[src/rtl/cpu_decode_sequencer.sv]
// cpu_decode_sequencer: accepts IR instructions and sequences exec1/exec2, skip squash and retire.
// Optional ILLEGAL_TRAP_EN: illegal opcodes park the FSM in TRAP until reset.
module cpu_decode_sequencer #(
   parameter logic [5:0] LAST_OPCODE  = 6'h38,
   parameter int         WAIT_TIMEOUT = 16
) (
   input  logic        clk_i,
   input  logic        reset_n_i,
   input  logic [15:0] instr_i,
   input  logic        instr_valid_i,
   output logic        instr_ready_o,
   input  logic        skipstatus_i,
   input  logic        mem_wait_i,
   output logic [5:0]  decoder_encoded_opcode_o,
   output logic        exec1_o,
   output logic        exec2_o,
   output logic        aim_o,
   output logic        sim_o,
   output logic        skip_clr_o,
   output logic        retire_o,
   output logic        illegal_o,
   output logic        timeout_o
);
   typedef enum logic [2:0] {IDLE, DECODE, EXEC1, EXEC2, DONE, TRAP} state_t;

   state_t      state_q, state_d;
   logic [5:0]  opc_q, opc_d;
   logic [7:0]  cnt_q, cnt_d;
   logic        skip_q, skip_d;
   logic        illegal_q, illegal_d;
   logic        timeout_q, timeout_d;
   logic        unused_instr;

   assign unused_instr = ^instr_i[9:0];

   always_ff @(posedge clk_i or negedge reset_n_i) begin
      if (!reset_n_i) begin
         state_q   <= IDLE;
         opc_q     <= '0;
         cnt_q     <= '0;
         skip_q    <= 1'b0;
         illegal_q <= 1'b0;
         timeout_q <= 1'b0;
      end else begin
         state_q   <= state_d;
         opc_q     <= opc_d;
         cnt_q     <= cnt_d;
         skip_q    <= skip_d;
         illegal_q <= illegal_d;
         timeout_q <= timeout_d;
      end
   end

   always_comb begin
      state_d   = state_q;
      opc_d     = opc_q;
      cnt_d     = cnt_q;
      skip_d    = skip_q;
      illegal_d = illegal_q;
      timeout_d = timeout_q;
      case (state_q)
         IDLE: if (instr_valid_i) begin
            opc_d   = instr_i[15:10];
            skip_d  = 1'b0;
            state_d = DECODE;
         end
         DECODE: begin
            skip_d = skipstatus_i;
            if (skipstatus_i) state_d = DONE;
            else if (opc_q > LAST_OPCODE) begin
               // the ALU sees opcode 0 so an illegal instruction produces result 0
               illegal_d = 1'b1;
               opc_d     = '0;
`ifdef ILLEGAL_TRAP_EN
               state_d   = TRAP;
`else
               state_d   = DONE;
`endif
            end else state_d = EXEC1;
         end
         EXEC1: begin
            cnt_d   = '0;
            state_d = (opc_q inside {6'h19, 6'h1A, 6'h1B, 6'h1C, 6'h21, 6'h22, 6'h24, 6'h26}) ? EXEC2 : DONE;
         end
         EXEC2: if (!mem_wait_i) state_d = DONE;
         else begin
            cnt_d = cnt_q + 8'd1;
            if (cnt_q == 8'(WAIT_TIMEOUT - 1)) begin
               timeout_d = 1'b1;
               state_d   = DONE;
            end
         end
         DONE: begin
            skip_d  = 1'b0;
            state_d = IDLE;
         end
         TRAP: state_d = TRAP;
         default: state_d = IDLE;
      endcase
   end

   assign instr_ready_o            = state_q == IDLE;
   assign decoder_encoded_opcode_o = opc_q;
   assign exec1_o                  = state_q == EXEC1;
   assign exec2_o                  = state_q == EXEC2;
   assign aim_o                    = (exec1_o | exec2_o) & (opc_q == 6'h0B);
   assign sim_o                    = (exec1_o | exec2_o) & (opc_q == 6'h0C);
   assign skip_clr_o               = (state_q == DONE) & skip_q;
   assign retire_o                 = state_q == DONE;
   assign illegal_o                = illegal_q;
   assign timeout_o                = timeout_q;
endmodule

[config.mk]
export PLATFORM = sky130hd
export DESIGN_NAME = cpu_decode_sequencer
export DESIGN_NICKNAME = d
export VERILOG_FILES = /design/src/rtl/cpu_decode_sequencer.sv
export SDC_FILE = /design/constraint.sdc
export NUM_CORES = 1
export LEC_CHECK = 0
export CORE_ASPECT_RATIO = 0.7
export CORE_MARGIN = 2
export CORE_UTILIZATION = 45
export DETAILED_ROUTE_END_ITERATION = 7
export GPL_TIMING_DRIVEN = 1
export PLACE_DENSITY = 0.78
export SLEW_MARGIN = 40
export SYNTH_ARGS = -nofsm -noshare
export SYNTH_HDL_FRONTEND = slang
export SYNTH_SLANG_ARGS = --single-unit
[constraint.sdc]
create_clock -name clk_i -period 3.6 [get_ports clk_i]
set_input_delay 0.36 -clock clk_i [delete_from_list [all_inputs] [get_ports clk_i]]
set_output_delay 0.36 -clock clk_i [all_outputs]
set_load 0.02 [all_outputs]
==> metrics.txt, run 1 <==
post-DP HPWL=1.79 mm; asr flop ratio synth=100%; CTS Buf Count=3; clock root cell=clkbuf_4; pwr dens=709 mW/mm^2; share of cells above drive strength 1=11.7%; HP Class=flip-flop to flip-flop; max-cap violation count=0; setup TNS=0 ns; H-tree depth=1; CP required=3.24 ns; clock slew seen by the registers of the worst setup and hold paths=0.11 ns; fin. max-slew vios=0; CTS Sinks=20; Core ar.=0.00221 sq mm; R2R depth=4; initial drt markers=19; Longest Clk Path Bufs=2; CP Capture Type=output pin; vias in the first global route=820; GPL Wtd Cong=0.824; Synth Area per Inst=9.78 sq um; Filler Cells Inserted=192; Ports=36; reg2reg start=state_q[2]$_DFFE_PN0P_; WS Path Type=flip-flop to output pin; Post-synth EDFFs=0; Die Height=45.1 um; Final Net Count=160; clock latency on the worst-skew pair=0.30 ns; Synth Instances=111; Residual DRC=0; drt pass-1 iters=4; Cell Area, Synth=0.00109 sq mm; GRT overflow=0; area grow syn2layout=28.2%; largest net degree at the start of global routing=21; placed cell area=0.00135 sq mm; DRT Wirelength=2.36 mm; startpoint class of the critical path=flip-flop; minimum clock period=2.69 ns; terminus of the critical flop-to-flop path=decoder_encoded_opcode_o[4]$_DFFE_PN0P_; Design Area, Final=0.00139 sq mm; Max transition margin=70.7%; antenna violations before repair=0; crit-path max FO=14; RSZ-0062 raised after global routing=no; sequential fraction of the synthesis area=46.1%; worst setup path endpoint=sim_o; most common cell after layout, fill and taps aside=clkdlybuf4s50_1; Setup Skew=0.00113 ns; Syn Nets=133; CTS tree=built; port buffer count=25; wire per inst=13.9 um; first-pass GRT wire length=3.84 mm; yosys warns=0; Fmax achieved=372 MHz; vias=930; Synth cell types=41; Rows=14; status=complete, no violations; Tot GR Track Use=18.1%; final setup fails=0; most frequent cells in the layout=clkdlybuf4s50_1 (24), dfrtp_1 (20), nor2_1 (12), nand2_1 (12); antenna-violating nets left=0; vias per cell=5.50; Post-synth top flop=dfrtp_1; crit path from=state_q[2]$_DFFE_PN0P_; Tightest Pin Transition=0.440 ns; Die ar.=0.00283 sq mm; Final Cycle Share=74.7%; R2R setup slack=1.85 ns; leakage power figure=0.000620 uW; Post CTS Setup Buffer Count=0; Antenna Cells=0; Die W=62.7 um; maximum VDD drop=0.380 mV; count of state elements after synthesis=20; final hold violation count=0; starting density of the core=49.2%; crit path DAT=2.33 ns
## where the power goes
| group | internal, uW | switching (uW) |
|---|---|---|
| combinational | 222 | 219 |
| clock | 61.7 | 67.3 |
| sequential | 294 | 124 |
| total | 577 | 410 |
## per-stage QoR
| step | setup WS (ns) | instances | hold slack (ns) | utilization [%] | total power, uW |
|---|---|---|---|---|---|
| after floorplan | 1.64 | 111 | 0.0644 | - | 688 |
| after global placement | 1.29 | 164 | 0.443 | 61.2 | 848 |
| after detailed placement | 1.26 | 164 | 0.327 | 61.0 | 861 |
| after CTS | 0.912 | 169 | 0.476 | 63.1 | 993 |
| after global routing | 0.822 | 169 | 0.497 | 63.1 | 1050 |
| final | 0.911 | 169 | 0.469 | 63.1 | 987 |
## cell usage after synthesis, types with 2 or more instances
| cell | count | area, sq um |
|---|---|---|
| buf_2 | 2 | 10.0 |
| a22o_1 | 6 | 52.6 |
| nor4b_1 | 2 | 17.5 |
| o21ai_0 | 6 | 30.0 |
| a21oi_1 | 6 | 30.0 |
| nor4_1 | 2 | 12.5 |
| nor3_2 | 2 | 20.0 |
| nor3_1 | 2 | 10.0 |
| dfrtp_1 | 20 | 500 |
| nor2_1 | 12 | 45.0 |
| inv_1 | 3 | 11.3 |
| nand3_1 | 6 | 30.0 |
| or3_1 | 3 | 18.8 |
| nand2_1 | 12 | 45.0 |
## worst max-delay path: stages, from the launching register on
cell	delay, ns
dfrtp_1	0.53
or4_4	0.60
nor4b_2	0.26
clkdlybuf4s50_1	0.64
## layout make-up
class,count,area (sq um),area share (%)
repair buffers,26,255,18.3
multi-input cells,84,549,39.4
flip-flops and latches,20,500,35.9
inverters,3,11.3,0.809
clock buffers,4,36.3,2.61
well taps,32,40.0,2.88
## worst min path at each step
| stage | slack (ns) | endpoint | cells past startpoint | startpoint |
|---|---|---|---|---|
| finish | 0.47 | timeout_o$_DFFE_PN0P_ | 1 | timeout_o$_DFFE_PN0P_ |
| global route | 0.50 | illegal_o$_DFFE_PN0P_ | 1 | illegal_o$_DFFE_PN0P_ |
| CTS | 0.48 | timeout_o$_DFFE_PN0P_ | 1 | timeout_o$_DFFE_PN0P_ |
| detailed placement | 0.33 | decoder_encoded_opcode_o[3]$_DFFE_PN0P_ | 1 | reset_n_i |
| global placement | 0.44 | timeout_o$_DFFE_PN0P_ | 1 | timeout_o$_DFFE_PN0P_ |
| floorplan | 0.06 | cnt_q[0]$_DFFE_PN0P_ | 0 | reset_n_i |
## logic make-up (layout without fill, tap and decap cells)
group / after synthesis / in the layout / share of synthesized area, %
DFF: 20 / 20 / 46.1
xor gates and xnor gates: 1 / 1 / 0.807
AOI/OAI and AO/OA: 25 / 25 / 15.6
and+or+nand+nor: 56 / 56 / 32.1
muxes: 1 / 1 / 0.922
adders and majority gates: 1 / 1 / 1.15
buffers and inverters: 7 / 33 / 3.34
## metal layers
metal	global-route usage [%]	vias to the layer above	routed length (um)
met5	0	-	0
met4	5.78	0	19
met3	4.99	2	110
met2	27.3	25	1000
met1	25.9	440	1220
li1	-	463	-
## sequential cells by signal (all words and copies together), names as in the netlist
| name | count |
|---|---|
| cnt_q | 8 |
| decoder_encoded_opcode_o | 6 |
| skip_q | 1 |
| state_q | 3 |
| timeout_o | 1 |
| illegal_o | 1 |
## repair_timing
action | CTS | global route
endpoints found under the hold margin | 20 | 0
resized for setup | 0 | 0
hold buffers | 1 | 0
No activity file was read; power rests on OpenSTA's default activity.
==> inputs of run 2 (changes only) <==
- clock period: 3.6 -> 2.6 ns (I/O delays scaled with it)
==> run 2 against run 1 <==
Sequential share of layout area decreased by 0.38 points. Hold slack got worse by 0.055 ns. Clock skew increased by 0.010 ns. Worst setup slack got worse by 0.74 ns. Core utilization increased by 0.68 points. Highest routed layer unchanged.
==> metrics.txt, run 2 (synthesized netlist as in run 1, its figures left out) <==
crit path DAT=2.17 ns (-0.16 ns); Final Cycle Share=93.5%; area grow syn2layout=29.6%; Die W=62.7 um (unchanged); GRT overflow=0 (unchanged); internal power=814 uW (+41%); max-cap violation count=0 (unchanged); WS Path Type=flip-flop to output pin; initial drt markers=36 (+17); vias per cell=5.55 (+0.85%); Die ar.=0.00283 sq mm (unchanged); Seq pwr share=39.4% (-2.9 points); vias=949 (+2.0%); Post CTS Setup Buffer Count=0 (unchanged); drt pass-1 iters=4 (unchanged); Die Height=45.1 um (unchanged); Antenna Cells=0 (unchanged); status=complete, no violations; pwr dens=990 mW/mm^2 (+40%); clock latency on the worst-skew pair=0.30 ns (about the same); vias in the first global route=857 (+4.5%); crit-path max FO=6 (-8); GPL Wtd Cong=0.833 (+1.2%); Rows=14 (unchanged); Residual DRC=0 (unchanged); final setup fails=0 (unchanged); clock power share=12.9% (-0.2 points); DRT Wirelength=2.50 mm (+6.2%); Comb power frac=47.8% (+3.2 points); placed cell area=0.00136 sq mm (+1.1%); most common cell after layout, fill and taps aside=clkdlybuf4s50_1; CTS Sinks=20 (unchanged); Design Area, Final=0.00141 sq mm (+1.1%); clock root cell=clkbuf_4; most frequent cells in the layout=clkdlybuf4s50_1 (24), dfrtp_1 (20), nor2_1 (12), nand2_1 (12); Ports=36 (unchanged); PostCTS Resize Cnt=0 (unchanged); wire per inst=14.6 um (+5.0%); hold-fix buffers at CTS=1 (unchanged); Setup Skew=0.0114 ns (+0.0103 ns); Tot GR Track Use=19.5% (+1.4 points); final hold violation count=0 (unchanged); largest net degree at the start of global routing=21 (unchanged); CP Capture Type=output pin; Reg with most FFs=cnt_q; Net Switching=580 uW (+41%); antenna-violating nets left=0 (unchanged); Final Net Count=162 (+1.3%); Core ar.=0.00221 sq mm (unchanged); leakage power figure=0.000631 uW (+1.7%); post-DP HPWL=1.88 mm (+4.9%); fin. max-slew vios=0 (unchanged); share of cells above drive strength 1=12.9% (+1.3 points); HP Class=primary input to asynchronous set/reset pin; setup TNS=0 ns (unchanged); maximum VDD drop=0.605 mV (+59%); Fmax achieved=412 MHz; minimum clock period=2.43 ns; port buffer count=25 (unchanged); clock slew seen by the registers of the worst setup and hold paths=0.12 ns (about the same); startpoint class of the critical path=flip-flop; CP required=2.34 ns (-0.90 ns); first-pass GRT wire length=4.14 mm (+7.9%); Tightest Pin Transition=0.450 ns (+0.0102 ns); CTS Buf Count=3 (unchanged); hold slack final=0.414 ns (-0.0552 ns); switching share of power=41.6% (+0.061 points); Max transition margin=70.0% (-0.68 points); Longest Clk Path Bufs=2 (unchanged); antenna violations before repair=0 (unchanged); starting density of the core=49.2% (unchanged); H-tree depth=1 (unchanged); number of flip-flops in the largest register=8 (unchanged); RSZ-0062 raised after global routing=no; CTS tree=built
## run 2: cell types whose count changed in the layout (fill, tap and decap cells not counted), sizes merged
cell,change
buf,+2
## run 2: worst max-delay path, cell delays in order (launching register included)
cell             delay [ns]
dfrtp_1                0.44
or4_4                  0.54
nor4b_2                0.26
clkdlybuf4s50_1        0.64
## run 2: final timing paths
| check | from | endpoint | slack, ns | cells after the start |
|---|---|---|---|---|
| max reg2reg | state_q[2]$_DFFE_PN0P_ | decoder_encoded_opcode_o[5]$_DFFE_PN0P_ | 0.84 | 5 |
| min in group clk_i | illegal_o$_DFFE_PN0P_ | illegal_o$_DFFE_PN0P_ | 0.48 | 1 |
| max | decoder_encoded_opcode_o[4]$_DFFE_PN0P_ | sim_o | 0.17 | 3 |
| min | reset_n_i | state_q[0]$_DFFE_PN0P_ | 0.41 | 2 |
| max in group asynchronous | reset_n_i | cnt_q[3]$_DFFE_PN0P_ | 1.87 | 2 |
| min reg2reg | illegal_o$_DFFE_PN0P_ | illegal_o$_DFFE_PN0P_ | 0.48 | 1 |
## run 2: area by class of cell
type	count	area, sq um
sequential	20	500
multi-input combinational	84	549
clock buffer	4	36.3
fill	206	800
inverter	3	11.3
tap	32	40.0
timing repair buffer	28	270
## run 2: metal layers
layer  track usage, %  vias up  wire length, um
li1                 -      465                -
met1             29.1      453             1270
met2             28.8       29             1080
met3             4.74        2              150
met4             4.89        0               12
met5                0        -                0
## run 2: metrics by stage
step | setup WS (ns) | total power [uW] | std cells | utilization, %
final | 0.170 | 1390 | 171 | 63.8
after global routing | 0.0893 | 1480 | 171 | 63.8
after CTS | 0.163 | 1400 | 171 | 63.8
after detailed placement | 0.508 | 1210 | 166 | 61.7
after global placement | 0.521 | 1190 | 166 | 61.9
after floorplan | 0.740 | 953 | 111 | -
## run 2: power groups by stage
stage / registers (uW) / clock network [uW] / logic, uW
after floorplan: 580 / 0 / 374
after global placement: 543 / 0 / 648
after detailed placement: 551 / 0 / 661
after CTS: 545 / 184 / 667
after global routing: 567 / 197 / 720
final: 548 / 179 / 666
==> inputs of run 3 (changes only) <==
- ABC_AREA: unset -> 1
- CORE_ASPECT_RATIO: 0.7 -> unset
- PLACE_DENSITY: 0.78 -> 0.77
- REMOVE_ABC_BUFFERS: unset -> 1
==> run 3 against run 2 <==
Design area increased by 4.3%. Via count increased by 17%. Worst setup slack improved by 0.11 ns. Synthesized area increased by 5.3%. Final cell count increased by 25%. Core utilization decreased by 3.4 points. Maximum frequency increased by 4.9%. Synthesized cell count increased by 39%. Clock power about the same. Critical path depth increased by 3. Sequential power decreased by 8.9%. Non-clock buffer count decreased by 2. Highest routed layer unchanged.
==> metrics.txt, run 3 <==
Levels on crit path=6 (+3); HP Class=primary input to asynchronous set/reset pin; Cell Area, Synth=0.00114 sq mm (+5.3%); Core ar.=0.00243 sq mm (+10%); share of cells above drive strength 1=9.84% (-3.1 points); PostCTS Resize Cnt=0 (unchanged); met1 WL=1.15 mm (-9.2%); dpl ws=0.620 ns (+0.112 ns); count of state elements after synthesis=20 (unchanged); Finished Layout Cells=213 (+25%); Setup Skew=0.00360 ns (-0.00779 ns); vias per cell=5.23 (-5.7%); leakage power figure=0.000751 uW (+19%); most common cell after layout, fill and taps aside=nand2_1; Die Height=54.4 um (+21%); top post-synthesis cells by area=dfrtp_1 (44%), nand2_1 (12%), inv_1 (7.9%); Crit path max-delay family=buffers and inverters; clock root cell=clkbuf_4; RSZ-0062 raised after global routing=no; top layer in use=met4; Final Total Pwr=1440 uW (+3.0%); minimum clock period=2.32 ns (-0.113 ns); drt pass-1 iters=4 (unchanged); Tot GR Track Use=21.2% (+1.7 points); Rows=18 (+4); vias in the first global route=1042 (+22%); Synth Area per Inst=7.43 sq um (-24%); sequential fraction of the synthesis area=43.8% (-2.3 points); H-tree depth=1 (unchanged); CTS tree=built; worst-path cell chain=inv_2 > nand2_2 > inv_1 > nand3_1 > nor4_1 > clkdlybuf4s50_1; startpoint class of the critical path=flip-flop; Die W=54.4 um (-13%); post-synth top area share=43.8% (-2.3 points); Fmax achieved=432 MHz (+4.9%); met3 WL=106 um (-29%); Filler Cells Inserted=230 (+12%); CP max-delay cell=clkdlybuf4s50_1; maximum VDD drop=0.547 mV (-9.5%); pwr dens=978 mW/mm^2 (-1.2%); crit-path max FO=4 (-2); largest area contributor in the netlist=dfrtp_1; clock latency on the worst-skew pair=0.31 ns (about the same); vias=1115 (+17%); Final Net Count=206 (+27%); Final Cycle Share=89.1% (-4.3 points); slowest stage delay, CP=0.68 ns (+0.04 ns); most frequent cells in the layout=nand2_1 (37), inv_1 (24), clkdlybuf4s50_1 (24); area grow syn2layout=28.3%; first-pass GRT wire length=4.44 mm (+7.3%); Synth cell types=27 (-34%); final setup fails=0 (unchanged); CP required=2.34 ns (about the same); most common cell in the netlist=nand2_1; asr flop ratio synth=100% (unchanged); Post-synth EDFFs=0 (unchanged); Synth Instances=154 (+39%); Residual DRC=0 (unchanged); CTS Buf Count=3 (unchanged); Longest Clk Path Bufs=2 (unchanged); fin util=60.3% (-3.4 points); starting density of the core=47.0% (-2.2 points); antenna violations before repair=0 (unchanged); Final WS setup=0.283 ns (+0.113 ns); FF/Latch Area=500 sq um (unchanged); GRT overflow=0 (unchanged); clock slew seen by the registers of the worst setup and hold paths=0.11 ns (about the same); number of flip-flops in the largest register=8 (unchanged); DRT Wirelength=2.62 mm (+4.8%); CTS Sinks=20 (unchanged); final hold violation count=0 (unchanged); GPL Wtd Cong=0.927 (+11%); wire per inst=12.3 um (-16%); yosys warns=0 (unchanged); Synth top cells by count=nand2_1 (37), inv_1 (24), dfrtp_1 (20); post-DP HPWL=2.05 mm (+8.9%); R2R depth=6 (+1); setup TNS=0 ns (unchanged); met2 wire len=1.34 mm (+25%); Post-synth top flop=dfrtp_1; WS Path Type=flip-flop to output pin; max-cap violation count=0 (unchanged); status=complete, no violations; Antenna Cells=0 (unchanged); antenna-violating nets left=0 (unchanged); port buffer count=25 (unchanged); Multi-input gate area=531 sq um (-3.4%); Reg with most FFs=cnt_q; crit path DAT=2.06 ns (-0.11 ns); initial drt markers=16 (-56%); Tightest Pin Transition=0.454 ns (+0.00400 ns); CP Capture Type=output pin; largest net degree at the start of global routing=21 (unchanged); fin. max-slew vios=0 (unchanged); placed cell count=208 (+25%); Worst Path Buf+Inv=3 (+2); Die ar.=0.00296 sq mm (+4.7%); Ports=36 (unchanged); Max transition margin=69.7% (-0.27 points)
==> run 3: cell count changes after synthesis, moves of 3 or more <==
cell and delta:
a21oi_1 -4, a22o_1 -6, inv_1 +21, inv_2 +3, nand2_1 +25, nand2_4 +3
nand3_1 +8, nand4_1 +3, nor2_1 +6, o21ai_0 +7, or3_1 -3
==> run 3: path summary, 6_finish.rpt <==
kind | from | endpoint | slack, ns
max reg2reg | state_q[1]$_DFFE_PN0P_ | decoder_encoded_opcode_o[0]$_DFFE_PN0P_ | 1.21
min reg2reg | illegal_o$_DFFE_PN0P_ | illegal_o$_DFFE_PN0P_ | 0.48
max in group asynchronous | reset_n_i | cnt_q[1]$_DFFE_PN0P_ | 1.86
min | reset_n_i | decoder_encoded_opcode_o[2]$_DFFE_PN0P_ | 0.42
min in group clk_i | illegal_o$_DFFE_PN0P_ | illegal_o$_DFFE_PN0P_ | 0.48
max | state_q[2]$_DFFE_PN0P_ | aim_o | 0.28
==> run 3: area by class of cell <==
class | count | area share, %
inverters | 28 | 7.33
multi-input cells | 105 | 36.1
clock buffers | 4 | 2.47
repair buffers | 26 | 17.4
flip-flops and latches | 20 | 34.1
well taps | 30 | 2.56
==> run 3: cell families after synthesis <==
kind of cell	Yosys count	share of synthesized area, %
compound gates	22	11.2
xor+xnor	1	0.766
fa+ha+maj	1	1.09
buf+inv	29	9.85
flops	20	43.8
simple gates	81	33.4
==> run 3: repair_timing <==
item | CTS | global route
endpoints found under the hold margin | 20 | 0
setup buffers | 0 | 0
hold buffers | 1 | 0
==> run 3: per-layer routing <==
layer | track usage, % | vias to the layer above
li1 | - | 550
met1 | 25.5 | 536
met2 | 38.0 | 24
met3 | 4.92 | 5
met4 | 5.00 | 0
met5 | 0 | -
==> run 3: power breakdown <==
part / switching [uW] / total [uW] / internal [uW] / leakage [uW]
registers: 92.8 / 499 / 406 / 0.000256
logic: 462 / 755 / 293 / 0.000474
clock network: 96.0 / 182 / 85.6 / 0.0000210
total: 650 / 1440 / 785 / 0.000751
==> run 3: worst reg2reg max path: stages, from the launching register on <==
cell,delay (ns)
dfrtp_1,0.44
nor2_1,0.21
nand2_1,0.14
inv_2,0.15
nand2_1,0.06
nand2_1,0.16
o21ai_0,0.11
==> run 3: through the flow <==
step           hold slack, ns  instance area [sq um]
2_1_floorplan         -0.0356                   1140
3_3_place_gp            0.446                   1430
3_5_place_dp            0.246                   1420
4_1_cts                 0.430                   1470
5_1_grt                 0.470                   1470
6_report                0.423                   1470
